[src/rtl/bp_update_scheduler.sv]
// Single-port update sequencer for the BHT/PHT branch predictor.
// Walks all entries to clear them after reset/clear, then issues queued retire updates in order.
module bp_update_scheduler #(
    parameter int PHT_IDX_W   = 7,
    parameter int BHT_IDX_W   = 4,
    parameter int PHT_ENTRIES = 128,
    parameter int DEPTH       = 4
) (
    input  logic                 clk,
    input  logic                 reset,
    input  logic                 ret0_valid,
    input  logic [PHT_IDX_W-1:0] ret0_pht_index,
    input  logic [BHT_IDX_W-1:0] ret0_bht_index,
    input  logic                 ret0_taken,
    input  logic                 ret1_valid,
    input  logic [PHT_IDX_W-1:0] ret1_pht_index,
    input  logic [BHT_IDX_W-1:0] ret1_bht_index,
    input  logic                 ret1_taken,
    output logic                 ret_ready,
    input  logic                 clear_req,
    output logic                 upd_en,
    output logic                 upd_init,
    output logic [PHT_IDX_W-1:0] upd_pht_index,
    output logic [BHT_IDX_W-1:0] upd_bht_index,
    output logic                 upd_branch_en,
    output logic                 init_busy
);

    localparam int PTR_W = $clog2(DEPTH);
    localparam int CNT_W = $clog2(DEPTH + 1);

    typedef struct packed {
        logic [PHT_IDX_W-1:0] pht;
        logic [BHT_IDX_W-1:0] bht;
        logic                 taken;
    } entry_t;

    typedef enum logic [1:0] {
        S_INIT,
        S_RUN,
        S_DRAIN
    } state_t;

    state_t               state;
    logic [PHT_IDX_W-1:0] init_idx;
    entry_t               mem [DEPTH];
    logic [PTR_W-1:0]     rd_ptr;
    logic [PTR_W-1:0]     wr_ptr;
    logic [CNT_W-1:0]     count;

    logic             enq0;
    logic             enq1;
    logic             deq;
    logic             last_idx;
    logic [PTR_W-1:0] wr_ptr1;
    logic [CNT_W-1:0] enq_n;
    entry_t           head;

    // Two free slots are required so both lanes can always be taken together
    assign ret_ready = (state == S_RUN) && (count <= CNT_W'(DEPTH - 2));
    assign enq0      = ret0_valid && ret_ready;
    assign enq1      = ret1_valid && ret_ready;
    assign enq_n     = CNT_W'(enq0) + CNT_W'(enq1);
    assign wr_ptr1   = wr_ptr + PTR_W'(enq0);
    assign deq       = (state != S_INIT) && (count != '0);
    assign head      = mem[rd_ptr];
    assign last_idx  = init_idx == PHT_IDX_W'(PHT_ENTRIES - 1);
    assign init_busy = state == S_INIT;

    always_comb begin
        upd_en        = 1'b0;
        upd_init      = 1'b0;
        upd_pht_index = head.pht;
        upd_bht_index = head.bht;
        upd_branch_en = 1'b0;
        if (state == S_INIT) begin
            upd_en        = 1'b1;
            upd_init      = 1'b1;
            upd_pht_index = init_idx;
            upd_bht_index = init_idx[BHT_IDX_W-1:0];
        end else begin
            upd_en        = count != '0;
            upd_branch_en = head.taken;
        end
    end

    always_ff @(posedge clk) begin
        if (enq0) begin
            mem[wr_ptr] <= '{ret0_pht_index, ret0_bht_index, ret0_taken};
        end
        if (enq1) begin
            mem[wr_ptr1] <= '{ret1_pht_index, ret1_bht_index, ret1_taken};
        end
    end

    always_ff @(posedge clk) begin
        if (reset) begin
            state    <= S_INIT;
            init_idx <= '0;
            rd_ptr   <= '0;
            wr_ptr   <= '0;
            count    <= '0;
        end else begin
            wr_ptr <= wr_ptr + PTR_W'(enq_n);
            rd_ptr <= rd_ptr + PTR_W'(deq);
            count  <= count + enq_n - CNT_W'(deq);
            unique case (state)
                S_INIT: begin
                    init_idx <= init_idx + 1'b1;
                    if (last_idx) begin
                        state    <= S_RUN;
                        init_idx <= '0;
                    end
                end
                S_RUN: begin
                    if (clear_req) state <= S_DRAIN;
                end
                S_DRAIN: begin
                    if (count == '0) state <= S_INIT;
                end
                default: state <= S_INIT;
            endcase
        end
    end

    a_no_overflow: assert property (
        @(posedge clk) disable iff (reset) count <= CNT_W'(DEPTH)
    );

endmodule

[config.mk]
export PLATFORM = sky130hd
export DESIGN_NAME = bp_update_scheduler
export DESIGN_NICKNAME = d
export VERILOG_FILES = /design/src/rtl/bp_update_scheduler.sv
export SDC_FILE = /design/constraint.sdc
export NUM_CORES = 1
export LEC_CHECK = 0
export ABC_AREA = 1
export ABC_CLOCK_PERIOD_IN_PS = 4200
export CAP_MARGIN = 20
export CELL_PAD_IN_SITES_DETAIL_PLACEMENT = 0
export CELL_PAD_IN_SITES_GLOBAL_PLACEMENT = 1
export CORE_ASPECT_RATIO = 0.8
export CORE_MARGIN = 1.5
export CORE_UTILIZATION = 34
export CTS_CLUSTER_SIZE = 8
export DETAILED_ROUTE_END_ITERATION = 10
export PLACE_DENSITY = 0.77
export SLEW_MARGIN = 30
export SYNTH_ARGS = -nofsm -noshare
export SYNTH_HDL_FRONTEND = slang
export SYNTH_SLANG_ARGS = --single-unit
[constraint.sdc]
create_clock -name clk -period 4.2 [get_ports clk]
set_input_delay 0.84 -clock clk [delete_from_list [all_inputs] [get_ports clk]]
set_output_delay 0.84 -clock clk [all_outputs]
set_load 0.005 [all_outputs]
# == Yosys cells after proc, flatten, opt, wreduce, memory -nomap -nowiden ==
# Memories as Yosys holds them, arrays and structs flattened. A register that Yosys moved wholly into a read port is not among the register bits.
# Cells that the tools add are included.
# totals
regBits,16
latchBits,0
ramBits,48
mem_bits_ro,0
elab_cells,44
n_memories,1
# mem_list
memory,words,word_bits,read_ports,rd_ports_with_merged_regs,wr,line_no,text
mem,4,12,1,1,2,46,entry_t mem [DEPTH];
# op_classes
addsub,7
n_mul,0
div_mod_pow,0
n_lt_le_gt_ge,1
n_eq_ne,6
shift,0
muxes,15
bitwise_logic,0
n_reduce_logical,9
# op_table
op,n
two-way mux 7 bit,2
two-way mux 2 bit,4
adder 7 x 1 -> 7 bit (second input constant),1
== test 7 bit (second input constant),1
two-way mux 1 bit,7
one-hot mux 2 bit (3 select lines),1
adder 2 x 1 -> 2 bit,2
logical AND 1 bit,4
two-way mux 4 bit,1
!= test 2 bit (second input constant),2
adder 3 x 2 -> 3 bit,1
less-or-equal comparator 3 x 2 -> 1 bit (second input constant),1
logical NOT 3 bit,1
AND reduction 3 bit,1
nonzero test 3 bit,1
subtractor 3 x 1 -> 3 bit,1
adder 1 x 1 -> 2 bit,1
adder 2 bit,1
== test 2 x 1 -> 1 bit (second input constant),1
== test 2 bit (second input constant),1
logical NOT 2 bit,1
!= test 2 x 1 -> 1 bit (second input constant),1
nonzero test 2 bit,1

# == Depth between registers and ports, before layout ==
# depth
word_depth,6
ltp_mapped,14
mapped_depth_nobuf,14

# == Worst setup path before layout ==
# Ideal clock, no wire load.
# synth_timing
path_kind,input-to-reg
startpoint,input ret1_valid
endpoint,register count[2]
setup_time_ns,0.070
arrival_ns,2.678
required_time_ns,4.130
slack_ns,1.451
cell_stages,13
path_buffers,1
path_cell_list,inv_1 -> nor3_4 -> buf_2 -> ha_1 -> inv_1 -> ha_1 -> inv_1 -> ha_1 -> inv_1 -> fa_1 -> inv_1 -> nand2_1 -> a21oi_1
# synth_via
elab_chain_len,4
# synth_rtl
element,line_no,text
from (decl),15,"input logic ret1_valid,"
logical AND 1 bit,62,assign enq1 = ret1_valid && ret_ready;
adder 1 x 1 -> 2 bit,63,assign enq_n = CNT_W'(enq0) + CNT_W'(enq1);
adder 3 x 2 -> 3 bit,106,count <= count + enq_n - CNT_W'(deq);
subtractor 3 x 1 -> 3 bit,106,
to (signal assigned),106,
to (signal assigned),127,@(posedge clk) disable iff (reset) count <= CNT_W'(DEPTH)
to (decl),49,logic [CNT_W-1:0] count;
# Every way passes these cells.
# A chain may end at the register's enable or synchronous reset.

==> results.json <==
{
  "outcome": "finished clean",
  "critPathCaptureType": "register",
  "mappedNetlistArea_um2": 3540,
  "yosysSeqAreaShare": 0.497,
  "vdd_ir_drop_max_uv": 244,
  "rows": 33,
  "ff_latch_area_um2": 1760,
  "drive_gt1_frac": 0.0536,
  "cts_inserted_buffers": 9,
  "final-setup-viol-count": 0,
  "synth-async-reset-ratio": 0,
  "maxCapViolations": 0,
  "drt_wl_total_um": 9160,
  "tritoncts_clock_tree": "yes",
  "clock-skew-final_ps": 5.08,
  "holdWs_ps": 512,
  "via_count": 3108,
  "cts_sinks": 64,
  "globalRouteTotalUtil": 0.180,
  "floorplan.initialDensity": 0.347,
  "total_leakage_power_uw": 0.00187,
  "post_dr_vias_cell": 4.83,
  "design.die.area_um2": 11000,
  "most_used_standard_cell_by_instance_count_after_synthesis": "sky130_fd_sc_hd__nand2_1",
  "tightest_slew_ps": 685,
  "post-route-period-util": 0.813,
  "pwr_density_cell_nw_per_um2": 346,
  "maximum_fanout_encountered_on_the_critical_timing_path": 13,
  "synth_fp_nets": 499,
  "multi_input_area_um2": 1540,
  "htreeDepth": 3,
  "detailed_place_hpwl_um": 6970,
  "area.growth.synth_to_final_pct": 24.3,
  "count_of_warnings_emitted_by_yosys": 0,
  "largest_area_contributor_in_the_netlist": "sky130_fd_sc_hd__edfxtp_1",
  "globalplace.congestion": 0.860,
  "synth_enable_flop_cells": 48,
  "post_cts_resized": 0,
  "hold_buffers": 0,
  "slack_of_the_worst_reg_to_reg_path_ps": 1120,
  "number_of_global_route_vias_before_repair": 2716,
  "number_of_detailed_routing_iterations_run_before_antenna_repair": 4,
  "max-slew-margin-rel": 0.542,
  "cp_data_required_time_ps": 4160,
  "finalMaxSlewViolations": 0,
  "grt_remaining_overflow": 0,
  "cp_data_arrival_time_ps": 3370,
  "num_antenna_cells": 0,
  "cts_root_buffer": "sky130_fd_sc_hd__clkbuf_16",
  "antenna_found_initial": 0,
  "floorplan.io_pins": 45,
  "yosys_register_bits": 64,
  "postcts_setup_bufs": 0,
  "synthesis.instances": 461,
  "final.setup.tns_ps": 0,
  "drc": 0,
  "critPathLaunchType": "input port",
  "fillerInstances": 1023,
  "worstSetupPathType": "in2reg",
  "place.port_buffers": 44,
  "maximum_clock_frequency_ghz": 0.293,
  "first_pass_grt_wire_length_um": 14700,
  "detail_route.wl_per_cell_um": 14.2,
  "core_um2": 10200,
  "die_y_um": 94.3,
  "yosysUniqueCellTypes": 21,
  "clk_pin_slew_ps": 60,
  "syn-mean-instance-area_um2": 7.68,
  "holdCritPathClass": "reg2reg",
  "synth_largest_type_area_fraction": 0.407,
  "dr.first_iter.drc_count": 317,
  "ant_nets": 0,
  "yosys_most_used_dff": "sky130_fd_sc_hd__edfxtp_1",
  "finish.net_count": 537,
  "clk_latency_ps": 330,
  "setup_repair_after_global_routing_missed_its_margin": "false",
  "die_width_um": 117,
  "clk_path_buf_depth": 2,
  "timing.final.crit_period_ps": 3420,
  "yosys-top-cells-count": "178 x sky130_fd_sc_hd__nand2_1, 82 x sky130_fd_sc_hd__nand3_1, 48 x sky130_fd_sc_hd__edfxtp_1",
  "largest_net_degree_at_the_start_of_global_routing": 53,
  "timing.final.hold_violations": 0,
  "synth.area.top_cells": "sky130_fd_sc_hd__edfxtp_1 41%, sky130_fd_sc_hd__nand2_1 19%, sky130_fd_sc_hd__nand3_1 12%, sky130_fd_sc_hd__dfxtp_1 9.0%, sky130_fd_sc_hd__nor2_1 4.0%"
}
-- cell type report --
cell class | instances | area share
timing repair buffer | 52 | 0.114
clock buffer | 9 | 0.0512
multi-input combinational | 339 | 0.349
clock inverter | 7 | 0.0185
sequential | 64 | 0.400
inverter | 33 | 0.0281
tap | 140 | 0.0398
-- flip-flops by register name (all words and copies together), names as in the netlist --
| register | flops |
|---|---|
| init_idx | 7 |
| wr_ptr | 2 |
| count | 3 |
| mem | 48 |
| rd_ptr | 2 |
| state | 2 |
-- metal layers --
metal	share of wire	up-vias	GRT usage
met5	0	-	0
met4	0.0091	0	0.0462
met2	0.39	118	0.235
li1	-	1581	-
met1	0.53	1402	0.288
met3	0.072	7	0.0426
-- cell usage in the layout (no fill, tap or decap) --
master / instances
sky130_fd_sc_hd__clkdlybuf4s50_1: 44
sky130_fd_sc_hd__nor3b_1: 1
sky130_fd_sc_hd__ha_1: 8
sky130_fd_sc_hd__nand2_1: 178
sky130_fd_sc_hd__xor2_1: 1
sky130_fd_sc_hd__clkbuf_16: 9
sky130_fd_sc_hd__inv_1: 33
sky130_fd_sc_hd__nand4_1: 1
sky130_fd_sc_hd__nor3_4: 1
sky130_fd_sc_hd__and2_1: 1
sky130_fd_sc_hd__or2_2: 2
sky130_fd_sc_hd__nand3_1: 82
sky130_fd_sc_hd__inv_6: 1
sky130_fd_sc_hd__nor2_1: 38
sky130_fd_sc_hd__clkinv_4: 4
sky130_fd_sc_hd__o21ai_0: 16
sky130_fd_sc_hd__clkinvlp_4: 1
sky130_fd_sc_hd__a21oi_1: 6
sky130_fd_sc_hd__fa_1: 1
sky130_fd_sc_hd__bufinv_16: 1
sky130_fd_sc_hd__edfxtp_1: 48
sky130_fd_sc_hd__xnor2_1: 3
sky130_fd_sc_hd__dfxtp_1: 16
sky130_fd_sc_hd__buf_4: 8
-- logic make-up (layout without fill, tap and decap cells) --
| logic type | count (synthesis) | after routing | synth area share |
|---|---|---|---|
| buffers and inverters | 58 | 101 | 0.0692 |
| adder cells (fa/ha/maj) | 9 | 9 | 0.0339 |
| XOR/XNOR | 4 | 4 | 0.00989 |
| AND/OR/NAND/NOR | 304 | 304 | 0.359 |
| flip-flops | 64 | 64 | 0.497 |
| AO/OA/AOI/OAI | 22 | 22 | 0.0311 |
-- worst max-delay path: stages --
cell and delay, ps:
sky130_fd_sc_hd__clkdlybuf4s50_1 450, sky130_fd_sc_hd__inv_1 30, sky130_fd_sc_hd__nor2_1 440, sky130_fd_sc_hd__ha_1 290, sky130_fd_sc_hd__inv_1 60, sky130_fd_sc_hd__nand2_1 50
sky130_fd_sc_hd__nand2_1 70, sky130_fd_sc_hd__nor2_1 80, sky130_fd_sc_hd__buf_4 190, sky130_fd_sc_hd__nand2_1 270, sky130_fd_sc_hd__nand2_1 580
-- per-stage QoR --
step	area, um2	setup slack [ps]	util	total power (uW)	instances
3_5_place_dp	4100	434	0.402	786	628
5_1_grt	4400	493	0.432	1570	644
4_1_cts	4400	772	0.432	1530	644
3_3_place_gp	4100	485	0.402	786	628
6_report	4400	785	0.432	1520	644
2_1_floorplan	3540	1450	-	724	461
-- where the power goes --
part           total [uW]  switching [uW]  internal [uW]  leakage, uW
Clock                 749             285            465     0.000146
Combinational        89.2            45.8           43.4      0.00116
Sequential            683            2.25            681     0.000561
-- worst paths after layout --
check | startpoint | end | depth (start not counted)
hold reg to reg | state[1] | state[1] | 2
setup / recovery | ret0_valid | mem[0][2] | 11
setup reg to reg | state[0] | mem[0][2] | 12
hold / removal | state[1] | state[1] | 2
Note: power is estimated with default switching activity, not from simulation.
==> edit, RTL diff (same flow settings) <==
The parameter `BHT_IDX_W` goes from 4 to 3.
--- a/src/rtl/bp_update_scheduler.sv
+++ b/src/rtl/bp_update_scheduler.sv
@@ -4,3 +4,3 @@
     parameter int PHT_IDX_W   = 7,
-    parameter int BHT_IDX_W   = 4,
+    parameter int BHT_IDX_W   = 3,
     parameter int PHT_ENTRIES = 128,
Ports: changed (resized ret0_bht_index, ret1_bht_index and upd_bht_index); port bits go from 45 to 42. No check against the original RTL was run, so the function may have changed too.
==> edit against the unedited design <==
Synthesized area down 5.2%. Critical path type is now register to output port. Power down 2.2%. Cell area down 5.5%. Sequential cell count down 4. Setup slack better by 0.28 ns. Routed wire length down 7.3%. First-iteration DRC count down 20%. Synthesized cell count down 5.2%. Largest power group unchanged. Critical endpoint is now upd_pht_index[6].
==> edit: results (changes against the unedited design) <==
| Step | Parameter | Reported | Change |
| --- | --- | --- | --- |
| status | Status | finished, final reports clean |  |
| timing | Final clock skew | 0.006213 ns | +0.001130 ns |
| timing | Actual slew at the worst max-slew pin | 0.6207 ns | -0.06451 ns |
| critical path | Gate family responsible for the most delay along the worst path | buffers and inverters |  |
| final layout | Number of nets at the end of the flow | 509 | -5.2% |
| place | Hpwl dp | 6496 um | -6.8% |
| global route | GR Util met3 | 0.03040 | -0.01218 |
| synth | Number of nets in the synthesized netlist | 473 | -5.2% |
| critical path | Slowest cell on crit path | sky130_fd_sc_hd__dfxtp_1 |  |
| global route | Met2 layer usage reported by global route | 0.2460 | +0.01060 |
| critical path | Launching element of the worst setup path | rd_ptr[1] |  |
| global route | GRT Resource Usage Total | 0.1752 | -0.004557 |
| critical path | R2R depth | 13 | +1 |
| power | Switching power of the nets | 294.2 uW | -12% |
| global route | Global-route wire length before repair | 14040 um | -4.3% |
| critical path | Worst setup endpoint | upd_pht_index[6] |  |
| routing | Starting DRC count in detailed routing | 254 | -20% |
| synth | Share of synthesized area occupied by flip-flops and latches | 0.4886 | -0.008710 |
| routing | Detailed Routing Iterations Pass 1 | 5 | +1 |
| synth | Ranking of synthesized cells by instance count | sky130_fd_sc_hd__nand2_1 (162), sky130_fd_sc_hd__nand3_1 (71), sky130_fd_sc_hd__edfxtp_1 (44), sky130_fd_sc_hd__nor2_1 (42), sky130_fd_sc_hd__inv_1 (29) |  |
| critical path | CP peak stage delay | 0.64 ns | +0.06 ns |
| routing | DR vias | 2910 | -6.4% |
| power | Reported leakage power | 1.761 nW | -5.8% |
| place | Final weighted congestion in routability-driven placement | 0.8223 | -4.4% |
| global route | Met1 track demand over resource in global routing | 0.2743 | -0.01410 |
| power | Peak supply drop | 0.0001930 V | -21% |
| final layout | Largest registers | mem (44), init_idx (7), count (3) |  |
| critical path | Register-to-register setup slack | 1.43 ns | +0.31 ns |
| synth | EDFF count, synth | 44 | -8.3% |
| critical path | Reg-to-Reg End | mem[2][2] |  |
| routing | Routed wirelength normalized by instance count | 14.23 um | about the same |
| final layout | Number of flip-flops in the largest register | 44 | -8.3% |
| final layout | Share of layout cells above drive strength 1 | 0.06485 | +0.01128 |
| synth | Library cells used by synthesis | 24 | +14% |
| global route | Pin count of the biggest net entering global routing | 49 | -7.5% |
| critical path | Worst EP arrival | 2.30 ns | -1.07 ns |
edit: changes by cell type in the layout (fill, tap and decap cells not counted), sizes merged, moves of 3 or more:
cell	unedited run	this run
nor2	38	43
inv	34	31
edfxtp	48	44
clkdlybuf4s50	44	41
nand3	82	71
nand2	178	164
edit: final cells by class:
cell class                      count  area, um2
Tap cell                          119      148.9
Sequential cell                    60       1642
Inverter                           31      116.4
Fill cell                         969       5449
Clock inverter                      7      91.34
Multi-Input combinational cell    322       1466
Timing Repair Buffer               49      470.5
Clock buffer                        9      225.2
edit: tightest hold or removal path: cells and delay by family (launching register included):
family          cells  cell delay (ns)
flops               1             0.34
simple gates        1             0.09
compound gates      1             0.05
edit: through the flow:
stage	hold slack [ns]	cells	worst slack (ns)	total power, mW	utilization
2_1_floorplan	0.4704	437	1.412	0.6785	-
3_3_place_gp	0.4920	581	0.8898	0.7353	0.4000
3_5_place_dp	0.5009	581	0.8238	0.7352	0.4000
4_1_cts	0.5091	597	1.073	1.500	0.4329
5_1_grt	0.5182	597	0.8269	1.532	0.4329
6_report	0.5138	597	1.060	1.489	0.4329
edit: cell families (layout without fill, tap and decap cells):
logic type,after synthesis,count (layout),share of synthesized area
adder cells (fa/ha/maj),9,9,0.03576
XOR/XNOR,4,4,0.01043
AO/OA/AOI/OAI,24,24,0.03576
buffers and inverters,55,96,0.07486
AND/OR/NAND/NOR,285,285,0.3546
flip-flops,60,60,0.4886
edit: worst min-delay path by stage:
| stage | endpoint | slack [ns] | from | cells after the start |
|---|---|---|---|---|
| floorplan | init_idx[1] | 0.47 | init_idx[1] | 2 |
| global placement | init_idx[6] | 0.49 | init_idx[6] | 2 |
| detailed placement | init_idx[6] | 0.50 | init_idx[6] | 2 |
| CTS | init_idx[4] | 0.51 | init_idx[4] | 2 |
| global route | init_idx[4] | 0.52 | init_idx[4] | 2 |
| finish | init_idx[6] | 0.51 | init_idx[6] | 2 |
edit: power by group through the flow:
stage	sequential [mW]	combinational [mW]	clock, mW
CTS	0.640	0.0835	0.777
global route	0.640	0.0926	0.800
floorplan	0.652	0.0269	0
finish	0.640	0.0833	0.766
detailed placement	0.652	0.0833	0
global placement	0.652	0.0834	0
edit: per-layer routing:
layer  share of wire  vias up
li1                -     1490
met1            0.51     1317
met2            0.41       97
met3           0.063        6
met4          0.0077        0
met5               0        -
